$ cat src/rtl/boot_uart_rx.sv
// 8N1 UART receiver feeding the boot-time instruction-memory loader.
// Bit period is latched per frame; bad stop bits raise a framing pulse instead of data.
module boot_uart_rx #(
    parameter int CPB_W = 16
) (
    input  logic             clk_i,
    input  logic             rst_ni,
    input  logic [CPB_W-1:0] clks_per_bit_i,
    input  logic             rx_i,
    output logic             rx_dv_o,
    output logic [7:0]       rx_byte_o,
    output logic             frame_err_o,
    output logic             busy_o
);

    // state  | meaning
    // IDLE   | line idle, waiting for a low level on rx_s
    // START  | timing to mid start bit to reject glitches
    // DATA   | sampling 8 data bits at mid-bit, LSB first
    // STOP   | sampling the stop bit; good byte or framing error
    // BREAK  | stop bit was low, waiting for the line to go high
    typedef enum logic [2:0] {
        S_IDLE,
        S_START,
        S_DATA,
        S_STOP,
        S_BREAK
    } state_t;

    state_t           state_q;
    logic             rx_meta;
    logic             rx_s;
    logic [CPB_W-1:0] cnt_q;
    logic [CPB_W-1:0] cpb_q;
    logic [2:0]       bit_idx_q;
    logic [7:0]       shift_q;
    logic [CPB_W-1:0] half_m1;
    logic [CPB_W-1:0] full_m1;

    assign half_m1 = (cpb_q >> 1) - CPB_W'(1);
    assign full_m1 = cpb_q - CPB_W'(1);
    assign busy_o  = (state_q != S_IDLE);

    // Two-flop synchronizer; reset high so a reset never looks like a start bit.
    always_ff @(posedge clk_i) begin
        if (!rst_ni) begin
            rx_meta <= 1'b1;
            rx_s    <= 1'b1;
        end else begin
            rx_meta <= rx_i;
            rx_s    <= rx_meta;
        end
    end

    always_ff @(posedge clk_i) begin
        if (!rst_ni) begin
            state_q     <= S_IDLE;
            cnt_q       <= '0;
            cpb_q       <= '0;
            bit_idx_q   <= '0;
            shift_q     <= '0;
            rx_byte_o   <= 8'h00;
            rx_dv_o     <= 1'b0;
            frame_err_o <= 1'b0;
        end else begin
            rx_dv_o     <= 1'b0;
            frame_err_o <= 1'b0;
            case (state_q)
                S_IDLE: begin
                    if (!rx_s) begin
                        state_q   <= S_START;
                        cnt_q     <= '0;
                        bit_idx_q <= '0;
                        cpb_q     <= clks_per_bit_i;
                    end
                end
                S_START: begin
                    if (cnt_q == half_m1) begin
                        cnt_q   <= '0;
                        state_q <= rx_s ? S_IDLE : S_DATA;
                    end else begin
                        cnt_q <= cnt_q + CPB_W'(1);
                    end
                end
                S_DATA: begin
                    if (cnt_q == full_m1) begin
                        cnt_q              <= '0;
                        shift_q[bit_idx_q] <= rx_s;
                        bit_idx_q          <= bit_idx_q + 3'd1;
                        if (bit_idx_q == 3'd7) begin
                            state_q <= S_STOP;
                        end
                    end else begin
                        cnt_q <= cnt_q + CPB_W'(1);
                    end
                end
                S_STOP: begin
                    if (cnt_q == full_m1) begin
                        cnt_q <= '0;
                        if (rx_s) begin
                            rx_byte_o <= shift_q;
                            rx_dv_o   <= 1'b1;
                            state_q   <= S_IDLE;
                        end else begin
                            frame_err_o <= 1'b1;
                            state_q     <= S_BREAK;
                        end
                    end else begin
                        cnt_q <= cnt_q + CPB_W'(1);
                    end
                end
                S_BREAK: begin
                    if (rx_s) begin
                        cnt_q   <= '0;
                        state_q <= S_IDLE;
                    end
                end
                default: begin
                    cnt_q   <= '0;
                    state_q <= S_IDLE;
                end
            endcase
        end
    end

endmodule

$ cat config.mk
export PLATFORM = sky130hd
export DESIGN_NAME = boot_uart_rx
export DESIGN_NICKNAME = d
export VERILOG_FILES = /design/src/rtl/boot_uart_rx.sv
export SDC_FILE = /design/constraint.sdc
export NUM_CORES = 1
export LEC_CHECK = 0
export BUFFER_PORTS_ARGS = -buffer_cell sky130_fd_sc_hd__buf_2
export CORE_UTILIZATION = 50
export DETAILED_ROUTE_END_ITERATION = 6
export PLACE_DENSITY = 0.83
export REMOVE_ABC_BUFFERS = 1
export SLEW_MARGIN = 10
export SYNTH_ARGS = -nofsm -noshare
export SYNTH_HDL_FRONTEND = slang
export SYNTH_SLANG_ARGS = --single-unit
$ cat constraint.sdc
create_clock -name clk_i -period 2.95 [get_ports clk_i]
set_input_delay 0.1475 -clock clk_i [delete_from_list [all_inputs] [get_ports clk_i]]
set_output_delay 0.1475 -clock clk_i [all_outputs]
set_load 0.03 [all_outputs]
==> results of run 1 <==
==> layout by cell type, fill, tap and decap left out, drive strengths merged, types with 5 or more instances in the layout <==
| cell type | instances |
|---|---|
| nand2 | 54 |
| dfxtp | 58 |
| mux2i | 20 |
| clkbuf | 9 |
| buf | 68 |
| nand4 | 10 |
| xnor2 | 25 |
| nand2b | 17 |
| nand4b | 5 |
| nor2b | 5 |
| nor4 | 9 |
| a21oi | 31 |
| inv | 9 |
| and3 | 11 |
| ha | 5 |
| nor3 | 15 |
| xor2 | 17 |
| a31oi | 11 |
| nand3 | 12 |
| nor2 | 41 |
| o21ai | 7 |
==> power groups by stage <==
stage	Combinational, W	Sequential (W)	Clock (W)
finish	0.000366	0.000816	0.000938
global placement	0.000301	0.000833	0
CTS	0.000333	0.000816	0.000932
detailed placement	0.000306	0.000833	0
floorplan	0.000206	0.000834	0
global route	0.000395	0.000818	0.000966
==> per-layer routing <==
layer / vias to the layer above / routed length (um) / GRT usage, %
li1: 1618 / - / -
met1: 1615 / 3970 / 31.4
met3: 35 / 497 / 3.95
met5: - / 0 / 0
met2: 138 / 4620 / 44.0
met4: 0 / 275 / 12.7
==> registers in the layout (all words and copies together) (netlist names), 3 cells and up <==
name / count
bit_idx_q: 3
cnt_q: 16
cpb_q: 16
rx_byte_o: 8
shift_q: 8
state_q: 3
==> worst min-delay path: cells and delay by family <==
kind	cells	cell delay (ns)
buffers and inverters	1	0.09
AOI/OAI and AO/OA	1	0.05
and+or+nand+nor	1	0.04
==> worst max-delay path by stage <==
stage	from	endpoint	slack, ns	cells after the start
6_report	cpb_q[0]	cnt_q[5]	-0.01	12
5_1_grt	cpb_q[2]	cnt_q[10]	-0.19	14
4_1_cts	cpb_q[2]	cnt_q[2]	0.004	14
3_5_place_dp	cpb_q[1]	rx_byte_o[5]	-0.06	12
3_3_place_gp	cpb_q[0]	cnt_q[14]	0.06	12
2_1_floorplan	cpb_q[2]	cnt_q[5]	-0.30	11
==> stage by stage <==
stage / area [um^2] / TNS [ns] / setup slack [ns] / cells
CTS: 4190 / 0 / 0.00442 / 564
finish: 4310 / -0.00954 / -0.00954 / 567
floorplan: 3310 / -2.91 / -0.295 / 402
detailed placement: 3790 / -0.448 / -0.0648 / 539
global route: 4310 / -3.71 / -0.190 / 567
global placement: 3790 / 0 / 0.0598 / 539
==> kinds of logic after synthesis <==
family,after synthesis
and+or+nand+nor,197
AOI/OAI and AO/OA,71
DFF,58
buffers and inverters,43
xor gates and xnor gates,42
muxes,21
adders and majority gates,5
==> final cells by class <==
cell class              instances  area, um^2  area share (%)
inverters                       8        30.0           0.696
well taps                      80         100            2.32
multi-input cells             336        2260            52.3
repair buffers                 69         517            12.0
clock buffers                   9         124            2.87
clock inverters                 7         125            2.90
flip-flops and latches         58        1160            26.9
==> timing repair <==
item,4_1_cts,5_1_grt
hold buffers,1,0
gates resized for setup,10,27
cloned,1,0
setup buffers,7,3
setup endpoints to repair,22,36
pin swaps,6,11
hold endpoints to repair,1,0
==> flow_summary.ini, run 1 <==
[synthesis]
synth_async_sr_flop_share_pct = 0
number_of_enable_flip_flop_cells_after_synthesis = 0
synth_area_leader_cell = dfxtp_1
synth_mux_area_share_pct = 6.05
post_synth_most_frequent_cells = 58 x dfxtp_1, 54 x nand2_1, 41 x nor2_1
ys_dominant_reg_cell = dfxtp_1
ys_seq_elements = 58
synth_largest_type_area_fraction_pct = 33.2
synth_simple_gate_area_share_pct = 28.9
seq_area_frac_synth_pct = 33.2
synth_top_family_by_area = simple AND/OR/NAND/NOR gates
synth.yosys.warnings = 0
synth_cells = 437
synth_xor_xnor_area_share_pct = 10.5
synth_top_cells_by_area = dfxtp_1 33%, xnor2_1 6.3%, nand2_1 5.8%
syn_avg_cell_area_um2 = 8.00
adder_cell_share_of_the_synthesized_area_pct = 1.79
netlist_area_mm2 = 0.00350
most_common_cell_in_the_netlist = dfxtp_1
synth-compound-area-share_pct = 13.5
netlist-cell-type-count = 56

[setup_path]
critical_path_peak_fanout = 6
worst_path_dominant_cell_family = simple AND/OR/NAND/NOR gates
cp_data_required_time_ns = 3.24
crit_type = flip-flop to flip-flop
reg2reg_from = cpb_q[0]
worst_setup_path_start_kind = flip-flop
crit-reg2reg-capture = cnt_q[5]
critPathBufInv = 3
cpPeakStageDelay_ns = 0.54
cpMaxStageDelayCell = or4b_4
timing.critical_path.mode_cell = buf_12
r2r_slack_ns = -0.01
r2r.worst_path.cells = 12
critical_path.cell_chain = buf_12, or4b_4, or2_4, o311a_1, nor3_2, nor4_2, buf_4, a21o_1, a21oi_4, buf_12, or2b_1, a31oi_1
worst-endpoint-arrival_ns = 3.25
endpoint_kind_of_the_worst_setup_timing_path = flip-flop

[power_and_ir_drop]
cellInternalPower_w = 0.00153
total_power_after_layout_w = 0.00212
share_seq_of_total_power_pct = 38.5
power.share.switching_pct = 28.0
share_comb_of_total_power_pct = 17.3
p_clk_share_pct = 44.2
power.density_mw_per_mm2 = 492
max-vdd-ir-drop_mv = 0.363
leakage_nw = 1.87
power.net_switching_w = 0.000594

[timing]
unrepaired_setup_endpoints_after_global_routing = true
finalHoldWorstSlack_ns = 0.0145
slew_violations = 0
hold_viol = 0
clock-skew-final_ns = 0.0111
clock.fmax_mhz = 338
finalWorstSetupSlack_ns = -0.00954
min_period_ns = 2.96
min_period_over_period_pct = 100
slew-limit-headroom_pct = 31.2
timing.final.setup_violations = 1
worst_max_slew_pin_slew_ns = 1.02

[run]
timing.max_cap.violations = 0

[finish]
fillers = 534
final_core_utilization_pct = 63.9
num-nets-final = 506
num_antenna_cells = 0
layout-drive-gt1-share_pct = 25.7
syn_to_final_growth_pct = 23.4

[drt]
viasPerCell = 6.01
drcViolationCount = 0
drt-initial-drc-count = 414
drt_pre_antenna_iters = 5
drtAntennaViolNets = 0
post_drt_wl_per_cell_um = 16.5
vias = 3406
detail_route.wirelength_mm = 9.36

[global_route]
grt_start_max_net_pins = 39
grt_pass1_vias = 3177
grt_pass1_wl_mm = 14.9
grt_antenna_before_repair = 0
global_route.usage.total_pct = 25.7
grt_remaining_overflow = 0

[placement]
place.detailed.hpwl_mm = 6.04
buffer_ports.inserted = 29
gp_congestion = 0.932

[run_status]
status = finished, violations left
violations = negative setup slack

[floorplan]
design.core.area_mm2 = 0.00676
die_area_mm2 = 0.00733
design.portCount = 30
die-width_um = 85.6
die_y_um = 85.6
initial_standard_cell_utilization_of_the_core_pct = 51.7
floorplan.rows = 30

[worst_hold_path]
hold_class = primary input to flip-flop
holdPathStages = 3
timing.hold.worst_endpoint = cpb_q[12]
hp-start = clks_per_bit_i[12]

[cts]
tritoncts_clock_tree = built
tritoncts.num_buffers = 9
clkSlewWorstSetupHoldPaths_ns = 0.08
clock_sinks = 58
clock_insertion_delay_worst_skew_ns = 0.36
clk_root_buffer_cell = clkbuf_8
cts_max_level = 3
clk_path_buf_depth = 2
(Power assumes the default switching activity.)
==> run 2, diff against run 1 <==
--- a/config.mk
+++ b/config.mk
@@ -6,9 +6,12 @@
 export NUM_CORES = 1
 export LEC_CHECK = 0
 export BUFFER_PORTS_ARGS = -buffer_cell sky130_fd_sc_hd__buf_2
-export CORE_UTILIZATION = 50
+export CELL_PAD_IN_SITES_DETAIL_PLACEMENT = 2
+export CELL_PAD_IN_SITES_GLOBAL_PLACEMENT = 2
+export CORE_UTILIZATION = 32
 export DETAILED_ROUTE_END_ITERATION = 6
-export PLACE_DENSITY = 0.83
+export PLACE_DENSITY = 0.87
+export RECOVER_POWER = 50
 export REMOVE_ABC_BUFFERS = 1
 export SLEW_MARGIN = 10
 export SYNTH_ARGS = -nofsm -noshare
==> flow_summary.ini, run 2 (synthesized netlist as in run 1, its figures left out) <==
[run_status]
status = finished, violations left
violations = negative setup slack

[floorplan]
die-width_um = 107
initial_standard_cell_utilization_of_the_core_pct = 33.4
die_area_mm2 = 0.0113
design.portCount = 30
die_y_um = 107
floorplan.rows = 37
design.core.area_mm2 = 0.0105

[placement]
numPlacedInstances = 599
gp_congestion = 0.875
buffer_ports.inserted = 29
post_place_setup_slack_ns = -0.218
place.detailed.hpwl_mm = 9.15
detailed_place.area_mm2 = 0.00391

[drt]
drcViolationCount = 0
drtAntennaViolNets = 0
drt_pre_antenna_iters = 5
post_drt_wl_per_cell_um = 30.4
drt-initial-drc-count = 223
detail_route.wirelength_mm = 19.3
viasPerCell = 6.15
vias = 3909

[finish]
finalInstanceArea_mm2 = 0.00478
layout-drive-gt1-share_pct = 30.3
syn_to_final_growth_pct = 36.8
final_core_utilization_pct = 45.7
final_common_cell = dfxtp_1
final_cells = 636
largest_registers = cnt_q (16), cpb_q (16)
most-common-layout-cells = 55 x dfxtp_1, 52 x nand2_1, 39 x nor2_1
fillers = 1151
num-nets-final = 519

[power_and_ir_drop]
power.density_mw_per_mm2 = 465
leakage_nw = 1.94
max-vdd-ir-drop_mv = 0.484

[cts]
clkSlewWorstSetupHoldPaths_ns = 0.08
cts_max_level = 3
clock_sinks = 58
clk_path_buf_depth = 2
tritoncts_clock_tree = built
clock_insertion_delay_worst_skew_ns = 0.37
clk_root_buffer_cell = clkbuf_8
tritoncts.num_buffers = 9

[timing]
worst_max_slew_pin_slew_ns = 1.25
timing.final.setup_violations = 40
min_period_ns = 3.46
min_period_over_period_pct = 117
clock-skew-final_ns = 0.0169
unrepaired_setup_endpoints_after_global_routing = true
clock.fmax_mhz = 289
slew_violations = 0
finalHoldWorstSlack_ns = 0.0144
hold_viol = 0
slew-limit-headroom_pct = 16.6
finalWorstSetupSlack_ns = -0.506

[global_route]
grt_start_max_net_pins = 39
grt_pass1_wl_mm = 23.6
global_route.usage.total_pct = 28.2
grt_pass1_vias = 4071
grt_antenna_before_repair = 1
grt_remaining_overflow = 0

[worst_hold_path]
holdPathStages = 3
hold_class = primary input to flip-flop
hp-start = clks_per_bit_i[11]

[setup_path]
critical_path_peak_fanout = 9
r2r.worst_path.cells = 14
cpMaxStageDelayCell = dfxtp_1
reg2reg_from = cpb_q[6]
cpPeakStageDelay_ns = 0.46
timing.critical_path.mode_cell = buf_4
endpoint_kind_of_the_worst_setup_timing_path = flip-flop
worst_setup_path_start_kind = flip-flop
cp_data_required_time_ns = 3.17
worst-endpoint-arrival_ns = 3.68
critPathLaunch = cpb_q[6]
critical_path.cell_chain = buf_4, nor4_1, buf_4, nand2_1, xnor2_1, nor3_1, nand4_1, o31ai_2, buf_4, a21oi_4, buf_4, clkbuf_16, nand2b_1, a31oi_1
crit_type = flip-flop to flip-flop

[run]
timing.max_cap.violations = 0
==> run 2: cell count changes in the layout (fill, tap and decap cells not counted), moves of 4 or more <==
| cell | delta |
|---|---|
| a21oi_2 | -4 |
| mux2i_1 | -4 |
| nor4_2 | -5 |
| buf_2 | -11 |
| clkbuf_1 | +11 |
| a21oi_4 | +5 |
| clkbuf_16 | +4 |
| buf_6 | +5 |
| buf_4 | +5 |
==> run 2: final cells by class <==
class | count | area (um^2) | area share (%)
Antenna cell | 1 | 2.50 | 0.0523
Clock buffer | 11 | 151 | 3.17
Clock inverter | 4 | 75.1 | 1.57
Inverter | 8 | 30.0 | 0.628
Multi-Input combinational cell | 336 | 2520 | 52.8
Sequential cell | 58 | 1160 | 24.4
Tap cell | 136 | 170 | 3.56
Timing Repair Buffer | 82 | 664 | 13.9
==> run 2: critical path: cells and delay by family, from the launching register on <==
family | cells | cell delay (ns)
xor gates and xnor gates | 1 | 0.17
buffers and inverters | 5 | 1.05
and+or+nand+nor | 5 | 1.01
AOI/OAI and AO/OA | 3 | 0.59
DFF | 1 | 0.46
==> run 2: repair_timing <==
action                                  4_1_cts  5_1_grt
endpoints found under the hold margin         1        0
buffers inserted                              7       10
pin swaps                                    16       25
endpoints found under the setup margin       38       40
hold buffers                                  1        0
gates cloned                                  1        3
gates resized for setup                      29       62
==> run 2: power by group <==
part | switching, W | internal, W | leakage [nW]
Clock | 0.000376 | 0.000517 | 0.108
Combinational | 0.000304 | 0.000201 | 1.36
Sequential | 0.0000294 | 0.000796 | 0.470
Total | 0.000709 | 0.00151 | 1.94
==> run 2: worst paths after layout <==
kind	endpoint	slack (ns)
worst max-delay path	cnt_q[9]	-0.51
worst min register to register	rx_s	0.52
worst max register to register	cnt_q[9]	-0.51
worst min-delay path	cpb_q[11]	0.01
==> run 2: metal layers <==
metal	wire length (um)	share of wire (%)	track usage, %	vias to the layer above
met1	7320	38	30.8	1996
met5	0	0	0	-
met2	9640	50	51.3	185
met4	1390	7.2	14.8	0
li1	-	-	-	1643
met3	979	5.1	5.46	85
==> run 2: stage by stage <==
step                      total power, W  setup TNS [ns]
after CTS                        0.00208           -1.11
after global placement           0.00115               0
after floorplan                  0.00104           -2.91
after global routing             0.00227          -18.24
final                            0.00222          -14.42
after detailed placement         0.00118           -4.15
